File: src/rtl/motor_regbank_wdt.sv
// motor_regbank_wdt: bus-slave register bank for the motor drive and encoder logic.
// Holds per-channel setpoints, PWM timing words and mode bits, returns coherent snapshots
// of the encoder counts, and zeroes all setpoints when a command watchdog expires.
// Latency: a write takes effect on the edge that samples it; read data is registered
// (rddata and rd_valid are updated one edge after the read request). No backpressure.
// Ports:
//   clk, rst_n                    clock, asynchronous active-low reset
//   cs_n, wr_n, rd_n, addr,       processor bus (active-low strobes, word address)
//   wrdata, rddata, rd_valid
//   code_in                       live encoder counts, channel 0 in the low DW bits
//   set_out                       setpoints, channel 0 in the low DW bits
//   pwm_a, pwm_b                  PWM timing words
//   z_openloop, z_brushless       mode selects
//   wdt_trip                      sticky watchdog-tripped flag
module motor_regbank_wdt #(
  parameter int NUM_CH      = 4,
  parameter int DW          = 32,
  parameter int AW          = 5,
  parameter int WDT_TIMEOUT = 50000,
  parameter int PWM_A_RST   = 170,
  parameter int PWM_B_RST   = 100
) (
  input  logic                 clk,
  input  logic                 rst_n,
  input  logic                 cs_n,
  input  logic                 wr_n,
  input  logic                 rd_n,
  input  logic [AW-1:0]        addr,
  input  logic [DW-1:0]        wrdata,
  output logic [DW-1:0]        rddata,
  output logic                 rd_valid,
  input  logic [NUM_CH*DW-1:0] code_in,
  output logic [NUM_CH*DW-1:0] set_out,
  output logic [DW-1:0]        pwm_a,
  output logic [DW-1:0]        pwm_b,
  output logic                 z_openloop,
  output logic                 z_brushless,
  output logic                 wdt_trip
);

  localparam int CW = (WDT_TIMEOUT > 2) ? $clog2(WDT_TIMEOUT) : 1;

  localparam logic [AW-1:0] A_PWMA   = AW'(8);
  localparam logic [AW-1:0] A_PWMB   = AW'(9);
  localparam logic [AW-1:0] A_CTRL   = AW'(10);
  localparam logic [AW-1:0] A_SNAP   = AW'(11);
  localparam logic [AW-1:0] A_STATUS = AW'(12);
  localparam int            CODE_BASE = 16;

  logic [NUM_CH-1:0][DW-1:0] set_q, set_d;
  logic [NUM_CH-1:0][DW-1:0] snap_q, snap_d;
  logic [DW-1:0]             pwma_q, pwma_d;
  logic [DW-1:0]             pwmb_q, pwmb_d;
  logic [DW-1:0]             rddata_q, rddata_d;
  logic                      rdv_q, rdv_d;
  logic                      openloop_q, openloop_d;
  logic                      brushless_q, brushless_d;
  logic                      wdt_en_q, wdt_en_d;
  logic                      trip_q, trip_d;
  logic [CW-1:0]             cnt_q, cnt_d;

  logic          wr_en, rd_en, sp_wr, trip_clr, expire;
  logic [DW-1:0] rd_word;

  // A write always takes priority over a read when both strobes are low.
  assign wr_en = !cs_n && !wr_n;
  assign rd_en = !cs_n && !rd_n && wr_n;

  always_comb begin
    set_d       = set_q;
    snap_d      = snap_q;
    pwma_d      = pwma_q;
    pwmb_d      = pwmb_q;
    openloop_d  = openloop_q;
    brushless_d = brushless_q;
    wdt_en_d    = wdt_en_q;
    sp_wr       = 1'b0;
    trip_clr    = 1'b0;

    if (wr_en) begin
      for (int ch = 0; ch < NUM_CH; ch++) begin
        if (addr == AW'(ch)) begin
          set_d[ch] = wrdata;
          sp_wr     = 1'b1;
        end
      end
      case (addr)
        A_PWMA: pwma_d = wrdata;
        A_PWMB: pwmb_d = wrdata;
        A_CTRL: begin
          openloop_d  = wrdata[0];
          brushless_d = wrdata[1];
          wdt_en_d    = wrdata[2];
        end
        // All channels are captured from the same edge so the snapshot is never torn.
        A_SNAP: begin
          for (int ch = 0; ch < NUM_CH; ch++) begin
            snap_d[ch] = code_in[ch*DW +: DW];
          end
        end
        A_STATUS: trip_clr = wrdata[0];
        default: ;
      endcase
    end

    // Expiry is suppressed by a setpoint write on the same edge, so the write wins.
    expire = wdt_en_q && !trip_q && !sp_wr && (cnt_q == CW'(WDT_TIMEOUT - 1));

    if (!wdt_en_q || trip_q || sp_wr || expire) begin
      cnt_d = '0;
    end else begin
      cnt_d = cnt_q + 1'b1;
    end

    if (expire) begin
      set_d = '0;
    end

    // A status clear on the trip edge wins over the new trip.
    if (trip_clr) begin
      trip_d = 1'b0;
    end else if (expire) begin
      trip_d = 1'b1;
    end else begin
      trip_d = trip_q;
    end
  end

  // Read mux: unmapped addresses and the SNAP trigger read as zero.
  always_comb begin
    rd_word = '0;
    for (int ch = 0; ch < NUM_CH; ch++) begin
      if (addr == AW'(ch)) begin
        rd_word = set_q[ch];
      end
      if (addr == AW'(CODE_BASE + ch)) begin
        rd_word = snap_q[ch];
      end
    end
    case (addr)
      A_PWMA:   rd_word = pwma_q;
      A_PWMB:   rd_word = pwmb_q;
      A_CTRL:   rd_word = DW'({wdt_en_q, brushless_q, openloop_q});
      A_STATUS: rd_word = DW'(trip_q);
      default: ;
    endcase
    rdv_d    = rd_en;
    rddata_d = rd_en ? rd_word : rddata_q;
  end

  always_ff @(posedge clk or negedge rst_n) begin
    if (!rst_n) begin
      set_q       <= '0;
      snap_q      <= '0;
      pwma_q      <= DW'(PWM_A_RST);
      pwmb_q      <= DW'(PWM_B_RST);
      rddata_q    <= '0;
      rdv_q       <= 1'b0;
      openloop_q  <= 1'b0;
      brushless_q <= 1'b1;
      wdt_en_q    <= 1'b1;
      trip_q      <= 1'b0;
      cnt_q       <= '0;
    end else begin
      set_q       <= set_d;
      snap_q      <= snap_d;
      pwma_q      <= pwma_d;
      pwmb_q      <= pwmb_d;
      rddata_q    <= rddata_d;
      rdv_q       <= rdv_d;
      openloop_q  <= openloop_d;
      brushless_q <= brushless_d;
      wdt_en_q    <= wdt_en_d;
      trip_q      <= trip_d;
      cnt_q       <= cnt_d;
    end
  end

  assign set_out     = set_q;
  assign pwm_a       = pwma_q;
  assign pwm_b       = pwmb_q;
  assign z_openloop  = openloop_q;
  assign z_brushless = brushless_q;
  assign wdt_trip    = trip_q;
  assign rddata      = rddata_q;
  assign rd_valid    = rdv_q;

endmodule

File: config.mk
export PLATFORM = sky130hd
export DESIGN_NAME = motor_regbank_wdt
export DESIGN_NICKNAME = d
export VERILOG_FILES = /design/src/rtl/motor_regbank_wdt.sv
export SDC_FILE = /design/constraint.sdc
export NUM_CORES = 1
export LEC_CHECK = 0
export ABC_AREA = 0
export CAP_MARGIN = 5
export CELL_PAD_IN_SITES_DETAIL_PLACEMENT = 0
export CELL_PAD_IN_SITES_GLOBAL_PLACEMENT = 1
export CORE_ASPECT_RATIO = 1.5
export CORE_MARGIN = 10
export CORE_UTILIZATION = 42
export DETAILED_ROUTE_END_ITERATION = 8
export PLACE_DENSITY = 0.87
export RECOVER_POWER = 100
export SYNTH_ARGS = -nofsm -noshare
export SYNTH_HDL_FRONTEND = slang
export SYNTH_SLANG_ARGS = --single-unit
File: constraint.sdc
create_clock -name clk -period 4.7 [get_ports clk]
set_input_delay 0.47 -clock clk [delete_from_list [all_inputs] [get_ports clk]]
set_output_delay 0.47 -clock clk [all_outputs]
set_load 0.1 [all_outputs]
==> results.cfg <==
[critical_path]
cpPeakStageDelay_ns = 1.50
crit_arrival_ns = 4.25
reg2reg_slack_ns = 1.46
cp-start-kind = input pin
cp-end-kind = flip-flop
critPathLaunch = addr[2]
path_max_fanout = 32
critPathSlowestCell = clkbuf_1
critPathKind = input pin to flip-flop
r2r-start = cnt_q[10]$_DFF_PN0_
rr_worst_depth = 5
crit_chain = dlygate4sd3_1 > or3b_1 > nor2_8 > clkbuf_1 > nand3_2 > buf_4 > mux2_2
crit_required_ns = 5.12

[power]
power_density_nw_per_um2 = 468.6
total_leakage_power_nw = 10.37
total_power_w = 0.01073
p_comb_share_pct = 33.3
peakVddDrop_mv = 0.2843
p_int_w = 0.006390
swShare_pct = 40.46
switchingPower_w = 0.004343
p_clk_share_pct = 29.9
p_seq_share_pct = 36.8

[clock_network]
ctsHoldBuffers = 0
clockBufferDepth = 3
h-tree-depth = 2
cts.sinks = 373
postCtsSetupRepairBufs = 0
clockRootBuffer = clkbuf_16
tritoncts = yes
clk_latency_ns = 0.55
cts_inserted_buffers = 38
cts_resized = 0
clk_pin_slew_ns = 0.07

[floorplan]
ioPinCount = 398
rows = 91
core_area_sq_um = 41100
dieHeight_um = 269.5
start_util_pct = 42.42
dieArea_sq_um = 50230
die_width_um = 186.4

[flow_run]
cap_violations = 11

[synthesis]
synth_xor_area_share_pct = 0.6530
synthFlopType = dfrtp_1
synth_top_family_by_area = multiplexers
synth_area_sq_um = 17440
synth_edf_count = 0
synthTopCellsByArea = dfrtp_1, mux2_2, nand2_1, a21oi_1, mux2i_1
synth_mux_area_share_pct = 20.01
yosysUniqueCellTypes = 53
synth_top_area_cell = dfrtp_1
yosys.area_share.adder_pct = 0.07176
seq_area_frac_synth_pct = 53.60
syn-num-nets = 1761
synthSimpleGateAreaFrac_pct = 10.49
synth_compound_area_share_pct = 11.17
ys_ff_latch = 373
synthArstFlopShare_pct = 100.0
yosys_warnings = 0
synth_top_area_share_pct = 52.24
netlist_instances = 1590
avgSynthCellArea_sq_um = 10.97

[route]
viasPerCell = 5.706
drt-initial-drc-count = 1125
totalWireLength_mm = 64.69
drtPass1Iterations = 5
drtAntennaViolNets = 0
post_drt_wl_per_cell_um = 25.76
drc = 0
vias = 14330

[timing]
finalCritPeriodShare_pct = 81.48
fin_crit_ns = 3.829
fin_skew_ns = 0.02104
worst-slew-pin-transition_ns = 3.203
drv_slew = 527
hold_violations = 0
tns_ns = 0
rsz0062_at_grt = false
setup_violations = 0
maxSlewHeadroom_pct = -113.5
max_freq_ghz = 0.2611

[finish]
drive_above_1_share_pct = 16.40
regArea_sq_um = 9345
num-fill-cells = 3460
multi_input_area_sq_um = 7410
fin_nets = 2094
syn_to_final_growth_pct = 31.37

[worst_hold_path]
worstHoldStart = cnt_q[0]$_DFF_PN0_
worst_hold_path_type = flip-flop to flip-flop
holdPathStages = 1

[placement]
portBuffers = 397
dp_hpwl_mm = 43.61
globalplace.congestion = 0.8432

[status]
violations = capacitance limit, slew limit
status = complete, but fails checks

[grt]
grt_pass1_vias = 15180
antenna_found_initial = 6
grt_overflow = 0
grt_pass1_wl_mm = 96.89
track_usage_pct = 25.00
grt_max_degree = 120
[state kept, by name, indices dropped and copies added (netlist names)]
name and cells:
pwm_b 32, wdt_trip 1, z_openloop 1, z_brushless 1, set_out 128, cnt_q 16
wdt_en_q 1, pwm_a 32, rd_valid 1, rddata 32, snap_q 128
[cell usage in the layout (no fill, tap or decap), types with 9 or more instances in the layout]
| cell type | instances |
|---|---|
| a211oi_1 | 16 |
| a21oi_1 | 208 |
| a221oi_1 | 14 |
| a311oi_1 | 15 |
| buf_4 | 17 |
| clkbuf_16 | 39 |
| clkbuf_8 | 9 |
| clkdlybuf4s50_1 | 164 |
| dfrtp_1 | 364 |
| dfstp_2 | 9 |
| dlygate4sd3_1 | 228 |
| mux2_1 | 31 |
| mux2_2 | 197 |
| mux2i_1 | 65 |
| mux4_2 | 12 |
| nand2_1 | 303 |
| nand3_1 | 12 |
| nor2_1 | 71 |
| nor3_1 | 9 |
| o211ai_1 | 28 |
| o21ai_0 | 31 |
[logic make-up (layout without fill, tap and decap cells)]
logic type	count (synthesis)	in the layout
simple gates	437	437
compound gates	331	331
fa+ha+maj	1	1
xor+xnor	13	13
mux	305	305
other cells	0	2
buf+inv	130	491
flops	373	373
[power groups by stage]
stage               registers [W]  logic (W)  clock network (W)
global route              0.00400    0.00370            0.00338
detailed placement        0.00401    0.00369                  0
floorplan                 0.00589   0.000646                  0
global placement          0.00399    0.00366                  0
finish                    0.00395    0.00358            0.00321
CTS                       0.00395    0.00370            0.00326
[routing by layer]
layer  vias up  share of wire, %  GRT usage (%)
met5         -             0.059              0
met3       173               6.3          5.103
met1      7256                36          27.57
li1       6261                 -              -
met2       633                52          44.21
met4         6               5.4          13.49
[stage by stage]
step	std cells	setup WS [ns]	hold WS [ns]	cell area [sq um]	util [%]
final	2511	0.8706	0.4798	22900	55.72
after global routing	2511	0.7557	0.4778	22900	55.72
after CTS	2509	1.632	0.07797	22980	55.92
after detailed placement	2441	1.072	0.4594	21680	52.74
after global placement	2441	1.122	0.4379	21680	52.74
after floorplan	1590	2.686	0.1744	17440	-
[final timing paths]
kind	to
worst max-delay path	pwm_b[16]$_DFFE_PN0P_
max in group asynchronous	set_out[60]$_DFFE_PN0P_
worst min-delay path	cnt_q[0]$_DFF_PN0_
min in group asynchronous	snap_q[1]$_DFFE_PN0P_
worst max register to register	wdt_trip$_DFFE_PN0P_
worst min register to register	cnt_q[0]$_DFF_PN0_
[final cells by class]
class	instances	area share, %
clock inverter	15	0.8139
multi-input combinational	1087	32.35
inverter	5	0.08194
timing repair buffer	418	18.00
sequential	373	40.80
tap	558	3.048
antenna	2	0.02185
clock buffer	53	4.884
[worst max-delay path: cells and delay by family]
| family | cells | cell delay (ns) |
|---|---|---|
| multiplexers | 1 | 0.36 |
| buffers and inverters | 3 | 2.62 |
| AND/OR/NAND/NOR | 3 | 0.77 |
[synth_stat cells (all sizes together), types with 2 or more instances]
cell type,number
nand3,13
and4,3
dfrtp,364
nor3b,4
mux2,228
a211oi,16
nor4b,2
xor2,8
a21oi,208
and3,7
clkbuf,34
mux2i,65
o21ai,31
xnor2,5
nor3,11
inv,5
or3,2
a221oi,14
a221o,4
a311oi,15
buf,91
nand4,4
o211ai,28
nor2,74
nor2b,3
nand2,305
mux4,12
or2,3
dfstp,9
a22oi,3
and2,3
o221ai,6
Note: power is estimated with default switching activity, not from simulation.
